File: src/rtl/display_scan_controller_pkg.sv
// Shared constants and helpers for the 4-digit multiplexed 7-segment scan controller.
package display_pkg;

  localparam int NUM_DIGITS = 4;
  localparam logic [3:0] ANODE_OFF = 4'b1111;

  // One-hot-low anode pattern for a digit index (digit 0 is the rightmost).
  function automatic logic [3:0] anode_decode(input logic [1:0] idx);
    return ~(4'b0001 << idx);
  endfunction

endpackage

File: src/rtl/display_scan_controller_timer.sv
// Slot timing for the display scan: per-slot cycle counter, digit index and frame strobes.
module scan_slot_timer #(
  parameter int SLOT_CYCLES = 100000,
  parameter int CNT_W       = 17
) (
  input  logic             clk,
  input  logic             reset,
  input  logic             en,
  output logic [CNT_W-1:0] slot_cnt,
  output logic [1:0]       digit_idx,
  output logic             frame_wrap,
  output logic             frame_begin
);

  localparam logic [CNT_W-1:0] SLOT_LAST = CNT_W'(SLOT_CYCLES - 1);

  logic slot_wrap;

  assign slot_wrap   = (slot_cnt == SLOT_LAST);
  assign frame_wrap  = en && slot_wrap && (digit_idx == 2'd3);
  assign frame_begin = en && (slot_cnt == '0) && (digit_idx == 2'd0);

  // Disabling parks the scan at the start of digit 0 so re-enabling begins a fresh frame.
  always_ff @(posedge clk or posedge reset) begin
    if (reset) begin
      slot_cnt  <= '0;
      digit_idx <= 2'd0;
    end else if (!en) begin
      slot_cnt  <= '0;
      digit_idx <= 2'd0;
    end else if (slot_wrap) begin
      slot_cnt  <= '0;
      digit_idx <= digit_idx + 2'd1;
    end else begin
      slot_cnt <= slot_cnt + CNT_W'(1);
    end
  end

endmodule

File: src/rtl/display_scan_controller.sv
// 4-digit common-anode display scanner: frame-synchronous value buffering, PWM brightness
// window with leading blank gap, leading-zero suppression and registered outputs.
module display_scan_controller
  import display_pkg::*;
#(
  parameter int SLOT_CYCLES  = 100000,
  parameter int BLANK_CYCLES = 1000
) (
  input  logic                    clk,
  input  logic                    reset,
  input  logic                    en,
  input  logic [4*NUM_DIGITS-1:0] value_in,
  input  logic                    load,
  input  logic [2:0]              brightness,
  input  logic                    lz_en,
  output logic [3:0]              anode,
  output logic [1:0]              digit_sel,
  output logic [3:0]              digit_val,
  output logic                    frame_start
);

  localparam int CNT_W = (SLOT_CYCLES > 1) ? $clog2(SLOT_CYCLES) : 1;
  localparam logic [31:0] BLANK_U = BLANK_CYCLES;
  localparam logic [31:0] STEP_U  = (SLOT_CYCLES - BLANK_CYCLES) / 8;

  logic [CNT_W-1:0]        slot_cnt;
  logic [1:0]              digit_idx;
  logic                    frame_wrap;
  logic                    frame_begin;
  logic [2:0]              bright_q;
  logic [2:0]              bright_eff;
  logic [4*NUM_DIGITS-1:0] shadow;
  logic [4*NUM_DIGITS-1:0] display;
  logic                    pending;
  logic [31:0]             slot_ext;
  logic [31:0]             lit_end;
  logic                    in_window;
  logic                    lz_blank;
  logic [3:0]              cur_nibble;

  scan_slot_timer #(
    .SLOT_CYCLES(SLOT_CYCLES),
    .CNT_W      (CNT_W)
  ) u_timer (
    .clk        (clk),
    .reset      (reset),
    .en         (en),
    .slot_cnt   (slot_cnt),
    .digit_idx  (digit_idx),
    .frame_wrap (frame_wrap),
    .frame_begin(frame_begin)
  );

  // Brightness is latched at slot start; bypassing the register on that cycle keeps
  // the whole slot consistent even when the blank gap is zero length.
  always_ff @(posedge clk or posedge reset) begin
    if (reset) begin
      bright_q <= 3'd0;
    end else if (slot_cnt == '0) begin
      bright_q <= brightness;
    end
  end

  // A load coinciding with the frame wrap bypasses the shadow so it is not lost a frame.
  always_ff @(posedge clk or posedge reset) begin
    if (reset) begin
      shadow  <= '0;
      display <= '0;
      pending <= 1'b0;
    end else if (load && frame_wrap) begin
      shadow  <= value_in;
      display <= value_in;
      pending <= 1'b0;
    end else if (load) begin
      shadow  <= value_in;
      pending <= 1'b1;
    end else if (frame_wrap && pending) begin
      display <= shadow;
      pending <= 1'b0;
    end
  end

  always_comb begin
    bright_eff = (slot_cnt == '0) ? brightness : bright_q;
    slot_ext   = 32'(slot_cnt);
    lit_end    = BLANK_U + (32'(bright_eff) + 32'd1) * STEP_U;
    in_window  = (slot_ext >= BLANK_U) && (slot_ext < lit_end);
    cur_nibble = display[{digit_idx, 2'b00} +: 4];
    lz_blank   = 1'b0;
    case (digit_idx)
      2'd3:    lz_blank = lz_en && (display[15:12] == 4'd0);
      2'd2:    lz_blank = lz_en && (display[15:8] == 8'd0);
      2'd1:    lz_blank = lz_en && (display[15:4] == 12'd0);
      default: lz_blank = 1'b0;
    endcase
  end

  always_ff @(posedge clk or posedge reset) begin
    if (reset) begin
      anode       <= ANODE_OFF;
      digit_sel   <= 2'd0;
      digit_val   <= 4'd0;
      frame_start <= 1'b0;
    end else begin
      anode       <= (en && in_window && !lz_blank) ? anode_decode(digit_idx) : ANODE_OFF;
      digit_sel   <= digit_idx;
      digit_val   <= cur_nibble;
      frame_start <= frame_begin;
    end
  end

endmodule

File: config.mk
export PLATFORM = sky130hd
export DESIGN_NAME = display_scan_controller
export DESIGN_NICKNAME = d
export VERILOG_FILES = /design/src/rtl/display_scan_controller_pkg.sv /design/src/rtl/display_scan_controller_timer.sv /design/src/rtl/display_scan_controller.sv
export SDC_FILE = /design/constraint.sdc
export NUM_CORES = 1
export LEC_CHECK = 0
export BUFFER_PORTS_ARGS = -buffer_cell sky130_fd_sc_hd__buf_2
export CORE_AREA = 5 5 94 96
export DETAILED_ROUTE_END_ITERATION = 8
export DIE_AREA = 0 0 99 101
export GPL_ROUTABILITY_DRIVEN = 0
export GPL_TIMING_DRIVEN = 0
export PLACE_DENSITY = 0.76
export SYNTH_ARGS = -nofsm -noshare
export SYNTH_HDL_FRONTEND = slang
export SYNTH_HIERARCHICAL = 1
export SYNTH_SLANG_ARGS = --single-unit
File: constraint.sdc
create_clock -name clk -period 6 [get_ports clk]
set_clock_uncertainty 0.2 [all_clocks]
set_input_delay 0.9 -clock clk [delete_from_list [all_inputs] [get_ports clk]]
set_output_delay 0.9 -clock clk [all_outputs]
set_load 0.005 [all_outputs]
# Word level (Yosys, flattened, before mapping)
# Cells that the tools add are included.
[totals] mem_bits_rw=0 mem_bits_ro=0 register_bits=66 latch_bits=0 memories=0 elab_cells=63
[op_classes] mux=15 shift=2 n_lt_le_gt_ge=2 div=0 n_eq_ne=6 n_reduce_logical=22 n_addsub=4 multipliers=1 n_bitwise=1
[ops] op="$mux 16" n=5
[ops] op="$mux 17" n=2
[ops] op="$add 10x18->19 const A" n=1
[ops] op="$lt 17x19->1" n=1
[ops] op="$mul 4x14->18 const B" n=1
[ops] op="$add 17x1->17 const B" n=1
[ops] op="$eq 17x17->1 const B" n=1
[ops] op="$ge 17x10->1 const B" n=1
[ops] op="$logic_not 17->1" n=1
[ops] op="$shiftx 16x5->4" n=1
[ops] op="$logic_and 1x1->1" n=12
[ops] op="$logic_not 12->1" n=1
[ops] op="$logic_not 8->1" n=1
[ops] op="$add 3x1->4 const B" n=1
[ops] op="$eq 2x2->1 const B" n=2
[ops] op="$logic_not 4->1" n=1
[ops] op="$mux 2" n=2
[ops] op="$mux 4" n=1
[ops] op="$ne 2x1->1 const B" n=2
[ops] op="$not 4->4" n=1
[ops] op="$reduce_bool 2->1" n=2
[ops] op="$shl 1x2->4 const A" n=1
[ops] op="$mux 1" n=3
[ops] op="$mux 3" n=1
[ops] op="7 further kinds" n=7

# Depth between registers and ports, before layout
[depth] ltp_word=10 mapped_depth=26 depth_no_buf=26

# Cells and area by module
# The synthesis kept the hierarchy.
[by_module_without_submodules] mod="display_scan_controller" seq_area_each_um2=1181.1 instances=1 cells_per_inst=274 area_per_inst_um2=3138.0
[by_module_without_submodules] mod="scan_slot_timer" seq_area_each_um2=475.5 instances=1 cells_per_inst=109 area_per_inst_um2=1072.3

# Worst setup path before layout
# OpenSTA, ideal clock, no wires.
[synth_path] path_kind="reg2reg" startpoint="register u_timer.slot_cnt[5]" endpoint="register anode[0]" path_stages_with_launch=23 setup_time_ns=0.081 arrival_time_ns=5.672 synth_period_minus_slack_ns=5.953 t_required_ns=5.719 path_slack_ns=0.047 cell_sequence="dfrtp_1 > nor4_2 > nand3_2 > nor2_2 > mux2_2 > ha_1 > xnor2_1 > ha_1 > inv_1 > fa_1 > inv_1 > ha_1 > and3_1 > a211o_1 > nor4_4 > o31ai_1 > a21oi_1 > xnor2_1 > ha_1 > nand4_1 > nor4_1 > a22oi_4 > a32oi_1"
[synth_via] elab_chain_len=10
[synth_rtl] element="start, declared" line_no="display_scan_controller_timer.sv:9" rtl="output logic [CNT_W-1:0] slot_cnt,"
[synth_rtl] element="start signal, assigned" line_no="display_scan_controller_timer.sv:35" rtl="slot_cnt <= slot_cnt + CNT_W'(1);"
[synth_rtl] element="$logic_not 17->1" line_no="display_scan_controller.sv:84" rtl="bright_eff = (slot_cnt == '0) ? brightness : bright_q;"
[synth_rtl] element="$mux 3"
[synth_rtl] element="named net bright_eff[1]" line_no="display_scan_controller.sv:31" rtl="logic [2:0] bright_eff;"
[synth_rtl] element="$add 3x1->4" line_no="display_scan_controller.sv:86" rtl="lit_end = BLANK_U + (32'(bright_eff) + 32'd1) * STEP_U;"
[synth_rtl] element="$mul 4x14->18" line_no="display_scan_controller.sv:86"
[synth_rtl] element="$add 10x18->19" line_no="display_scan_controller.sv:86"
[synth_rtl] element="$lt 17x19->1" line_no="display_scan_controller.sv:87" rtl="in_window = (slot_ext >= BLANK_U) && (slot_ext < lit_end);"
[synth_rtl] element="$logic_and 1x1->1" line_no="display_scan_controller.sv:87"
[synth_rtl] element="$logic_and 1x1->1 (2 in series)" line_no="display_scan_controller.sv:105" rtl="anode <= (en && in_window && !lz_blank) ? anode_decode(digit_idx) : ANODE_OFF;"
[synth_rtl] element="$mux 4" line_no="display_scan_controller.sv:105"
[synth_rtl] element="end signal, assigned" line_no="display_scan_controller.sv:105"
[synth_rtl] element="end, declared" line_no="display_scan_controller.sv:16" rtl="output logic [3:0] anode,"
# The timed path passes the listed nets, and every way through them passes these cells.
# A chain may end at the register's enable or synchronous reset.

# Final worst setup path
[layout_path] startpoint="register u_timer.slot_cnt[16]" endpoint="register anode[2]"
# The elaborated chain is that of the path after synthesis.

==> metrics.txt <==
share of cells above drive strength 1=37.64%; TritonCTS clock tree=yes; type of destination of the critical path=flop; DRC viols=0; outcome=complete, no violations; Comb pwr share=46.5%; power density over the cells=325.6 nW/um^2; initial antenna violation count=0; die area=9999 sq um; Startpoint Class=flop; Util after Layout=64.55%; cts bufs inserted=9; Die Height=101 microns; R2R cell count=22; finished layout cell area=5144 sq um; maxcap violations=0; Mean Syn Cell Area=10.99 sq um; Internal=0.001067 W; # rows=33; synth top area cells=dfrtp_1 (37%), ha_1 (14%), mux2_2 (9.1%), xnor2_1 (4.4%), inv_1 (2.9%); Clk pin slew, worst setup/hold paths=0.07 ns; cell family with most CP delay=simple AND/OR/NAND/NOR gates; Reg2Reg Capture Point=anode[2]; synth-to-layout area growth=22.17%; Die X=99 microns; antenna cells=0; number of global-route vias before repair=3279; worst-margin pin slew=0.7206 ns; critical path's largest stage delay=0.47 ns; largest net degree at the start of global routing=46; post-synth cell types=53; Tmin final=5.734 ns; Final Hold Viols=0; Switching Fraction=36.28%; post-synthesis cell count=383; max-slew violations=0; most used cell, CP=ha_4; DR vias=3169; post-synth top area share=36.85%; maximum VDD drop=0.1554 mV; buffers and inverters on the worst path=2; first-pass GRT wire length=16020 microns; global-route usage over all layers=20.10%; critical-path cell list=nor3_2 -> nand2_2 -> nor2_4 -> mux2_4 -> ha_4 -> xnor2_4 -> ha_4 -> inv_4 -> fa_1 -> inv_1 -> ha_4 -> and3_4 -> a211o_1 -> nor4_4 -> o31ai_2 -> a21oi_1 -> xnor2_1 -> ha_1 -> nand4_1 -> nor4_4 -> a22oi_4 -> a32oi_2; Final period util=95.56%; Detail Route Antenna Nets=0; CTS max path bufs=2; Clock Tree Root=clkbuf_8; Post-Route WL=9919 microns; Initial Util=52.83%; leakage=2.413 nW; Pre-antenna DRT Iters=4; CP required=6.07 ns; Final nets=526; warnings from Yosys=6; H-tree depth=3; Syn Std Cell Area=4210 sq um; dpl hpwl=6676 microns; Psw=0.0006075 W; PortBufs=33; IO Pins=35; DR vias/cell=5.639; Syn Nets=457; Critical Path AT=5.80 ns; drt wl/cell=17.65 microns; CP Max Fanout=7; Seq pwr share=28.2%; core area=7969 sq um; CP max stage cell=dfrtp_1; relative slew slack=51.91%; worst skew pair latency=0.35 ns; post-placement cell area=4527 sq um; CTS Sinks=66; Setup Viol. Count Final=0; area leader, netlist=dfrtp_1; FF-to-FF Start=u_timer/slot_cnt[16]; reg2reg setup slack=0.27 ns; CP Class=reg -> reg; GRT overflow=0; Iteration-0 DRC Markers=160; clock network fraction of total power=25.3%; min-delay worst type=in -> async; register area share after synthesis=39.35%; Seq cells post-synth=66; Fmax=174.4 MHz
## stage by stage
step	cells	setup WS, ns	total power, W	TNS (ns)	hold slack (ns)
2_1_floorplan	383	0.04706	0.0009703	0	0.2621
3_5_place_dp	522	-0.9012	0.001106	-3.545	0.2864
3_3_place_gp	521	-0.7864	0.001077	-3.088	0.2804
6_report	562	0.2664	0.001675	0	0.2123
5_1_grt	562	-0.02182	0.001798	-0.05830	0.2119
4_1_cts	546	0.001268	0.001560	0	0.2006
## synthesized netlist by cell type (all sizes together)
| cell | number |
|---|---|
| o21ai | 8 |
| nand2b | 1 |
| a21oi | 10 |
| nor2 | 29 |
| nand4 | 10 |
| mux2i | 3 |
| or4 | 1 |
| a21o | 3 |
| nor3b | 3 |
| clkbuf | 2 |
| mux2 | 34 |
| and2 | 7 |
| and4 | 1 |
| buf | 5 |
| a31oi | 4 |
| xnor2 | 21 |
| nor2b | 1 |
| o21a | 2 |
| ha | 46 |
| a211o | 2 |
| nor4b | 5 |
| a32oi | 4 |
| o32ai | 1 |
| and3 | 4 |
| fa | 4 |
| or3 | 2 |
| o21bai | 1 |
| nor4 | 11 |
| xor2 | 6 |
| inv | 32 |
| dfrtp | 62 |
| mux4 | 4 |
| nor3 | 14 |
| o22ai | 1 |
| o31ai | 3 |
| a21boi | 1 |
| nand2 | 21 |
| dfstp | 4 |
| nand3 | 9 |
| a22oi | 1 |
## logic make-up after synthesis
| family | Yosys count | synth area share (%) |
|---|---|---|
| AND/OR/NAND/NOR | 119 | 16.73 |
| flip-flops | 66 | 39.35 |
| adder cells (fa/ha/maj) | 50 | 15.57 |
| AO/OA/AOI/OAI | 41 | 7.043 |
| multiplexers | 41 | 11.95 |
| buffers and inverters | 39 | 3.744 |
| XOR/XNOR | 27 | 5.617 |
## area by class of cell
| type | instances | area [sq um] |
|---|---|---|
| Fill cell | 589 | 2825 |
| Multi-Input combinational cell | 278 | 2591 |
| Sequential cell | 66 | 1670 |
| Timing Repair Buffer | 58 | 365.4 |
| Clock buffer | 10 | 137.6 |
| Tap cell | 105 | 131.4 |
| Inverter | 32 | 122.6 |
| Clock inverter | 6 | 87.58 |
| Buffer | 7 | 37.54 |
## how the worst max path moves through the flow
stage                              start  depth (start not counted)        to  slack, ns
finish              u_timer/slot_cnt[16]                         22  anode[2]       0.27
global route         u_timer/slot_cnt[8]                         22  anode[0]      -0.02
CTS                  u_timer/slot_cnt[3]                         21  anode[3]      0.001
detailed placement         brightness[0]                         22  anode[3]      -0.90
global placement           brightness[0]                         22  anode[3]      -0.79
floorplan            u_timer/slot_cnt[5]                         22  anode[0]       0.05
## metal layers
| layer | part of all wire [%] | GRT usage [%] |
|---|---|---|
| met1 | 45 | 27.28 |
| met2 | 49 | 31.66 |
| met4 | 2.3 | 8.298 |
| met3 | 3.9 | 3.875 |
| met5 | 0 | 0 |
## sequential cells by signal, summed over array words and instances (netlist names)
| signal | cells |
|---|---|
| bright_q | 3 |
| u_timer/digit_idx | 2 |
| u_timer/slot_cnt | 17 |
| anode | 4 |
| display | 16 |
| digit_val | 4 |
| digit_sel | 2 |
| frame_start | 1 |
| shadow | 16 |
| pending | 1 |
## power by group through the flow
| stage | clock network, W | registers (W) | logic (W) |
|---|---|---|---|
| 6_report | 0.000423 | 0.000473 | 0.000779 |
| 5_1_grt | 0.000452 | 0.000474 | 0.000873 |
| 4_1_cts | 0.000431 | 0.000471 | 0.000658 |
| 3_5_place_dp | 0 | 0.000480 | 0.000626 |
| 3_3_place_gp | 0 | 0.000479 | 0.000598 |
| 2_1_floorplan | 0 | 0.000477 | 0.000493 |
## cell usage in the layout, fill, tap and decap left out, drive strengths merged, types with 2 or more instances in the layout
cell / synthesis / routed
xor2: 6 / 6
xnor2: 21 / 21
nand4: 10 / 10
inv: 32 / 33
nand2: 21 / 21
bufinv: 0 / 2
nor3: 14 / 14
or3: 2 / 2
dfrtp: 62 / 62
o31ai: 3 / 3
mux2i: 3 / 3
nor4: 11 / 11
mux4: 4 / 4
nor2: 29 / 29
clkbuf: 2 / 12
and3: 4 / 4
and2: 7 / 7
clkinv: 0 / 3
a211o: 2 / 2
a21oi: 10 / 10
a31oi: 4 / 4
a21o: 3 / 3
mux2: 34 / 34
buf: 5 / 63
o21a: 2 / 2
ha: 46 / 46
nor3b: 3 / 3
o21ai: 8 / 8
nor4b: 5 / 5
dfstp: 4 / 4
a32oi: 4 / 4
fa: 4 / 4
nand3: 9 / 9
## worst reg2reg max path, cell delays in order, from the launching register on
cell and delay (ns):
dfrtp_1 0.47, nor3_2 0.30, nand2_2 0.14, nor2_4 0.19, mux2_4 0.34, ha_4 0.18
xnor2_4 0.33, ha_4 0.27, inv_4 0.07, fa_1 0.40, inv_1 0.10, ha_4 0.20
and3_4 0.17, a211o_1 0.32, nor4_4 0.34, o31ai_2 0.16, a21oi_1 0.20, xnor2_1 0.09
ha_1 0.34, nand4_1 0.16, nor4_4 0.34, a22oi_4 0.12, a32oi_2 0.23
## what timing repair did
action                     in CTS  in global routing
hold endpoints to repair        0                  0
hold buffers                    0                  0
buffers inserted                8                 16
resized for setup              21                 26
setup endpoints to repair       4                  4
pin swaps                       6                 21
Power figures use the tool's default switching activity.
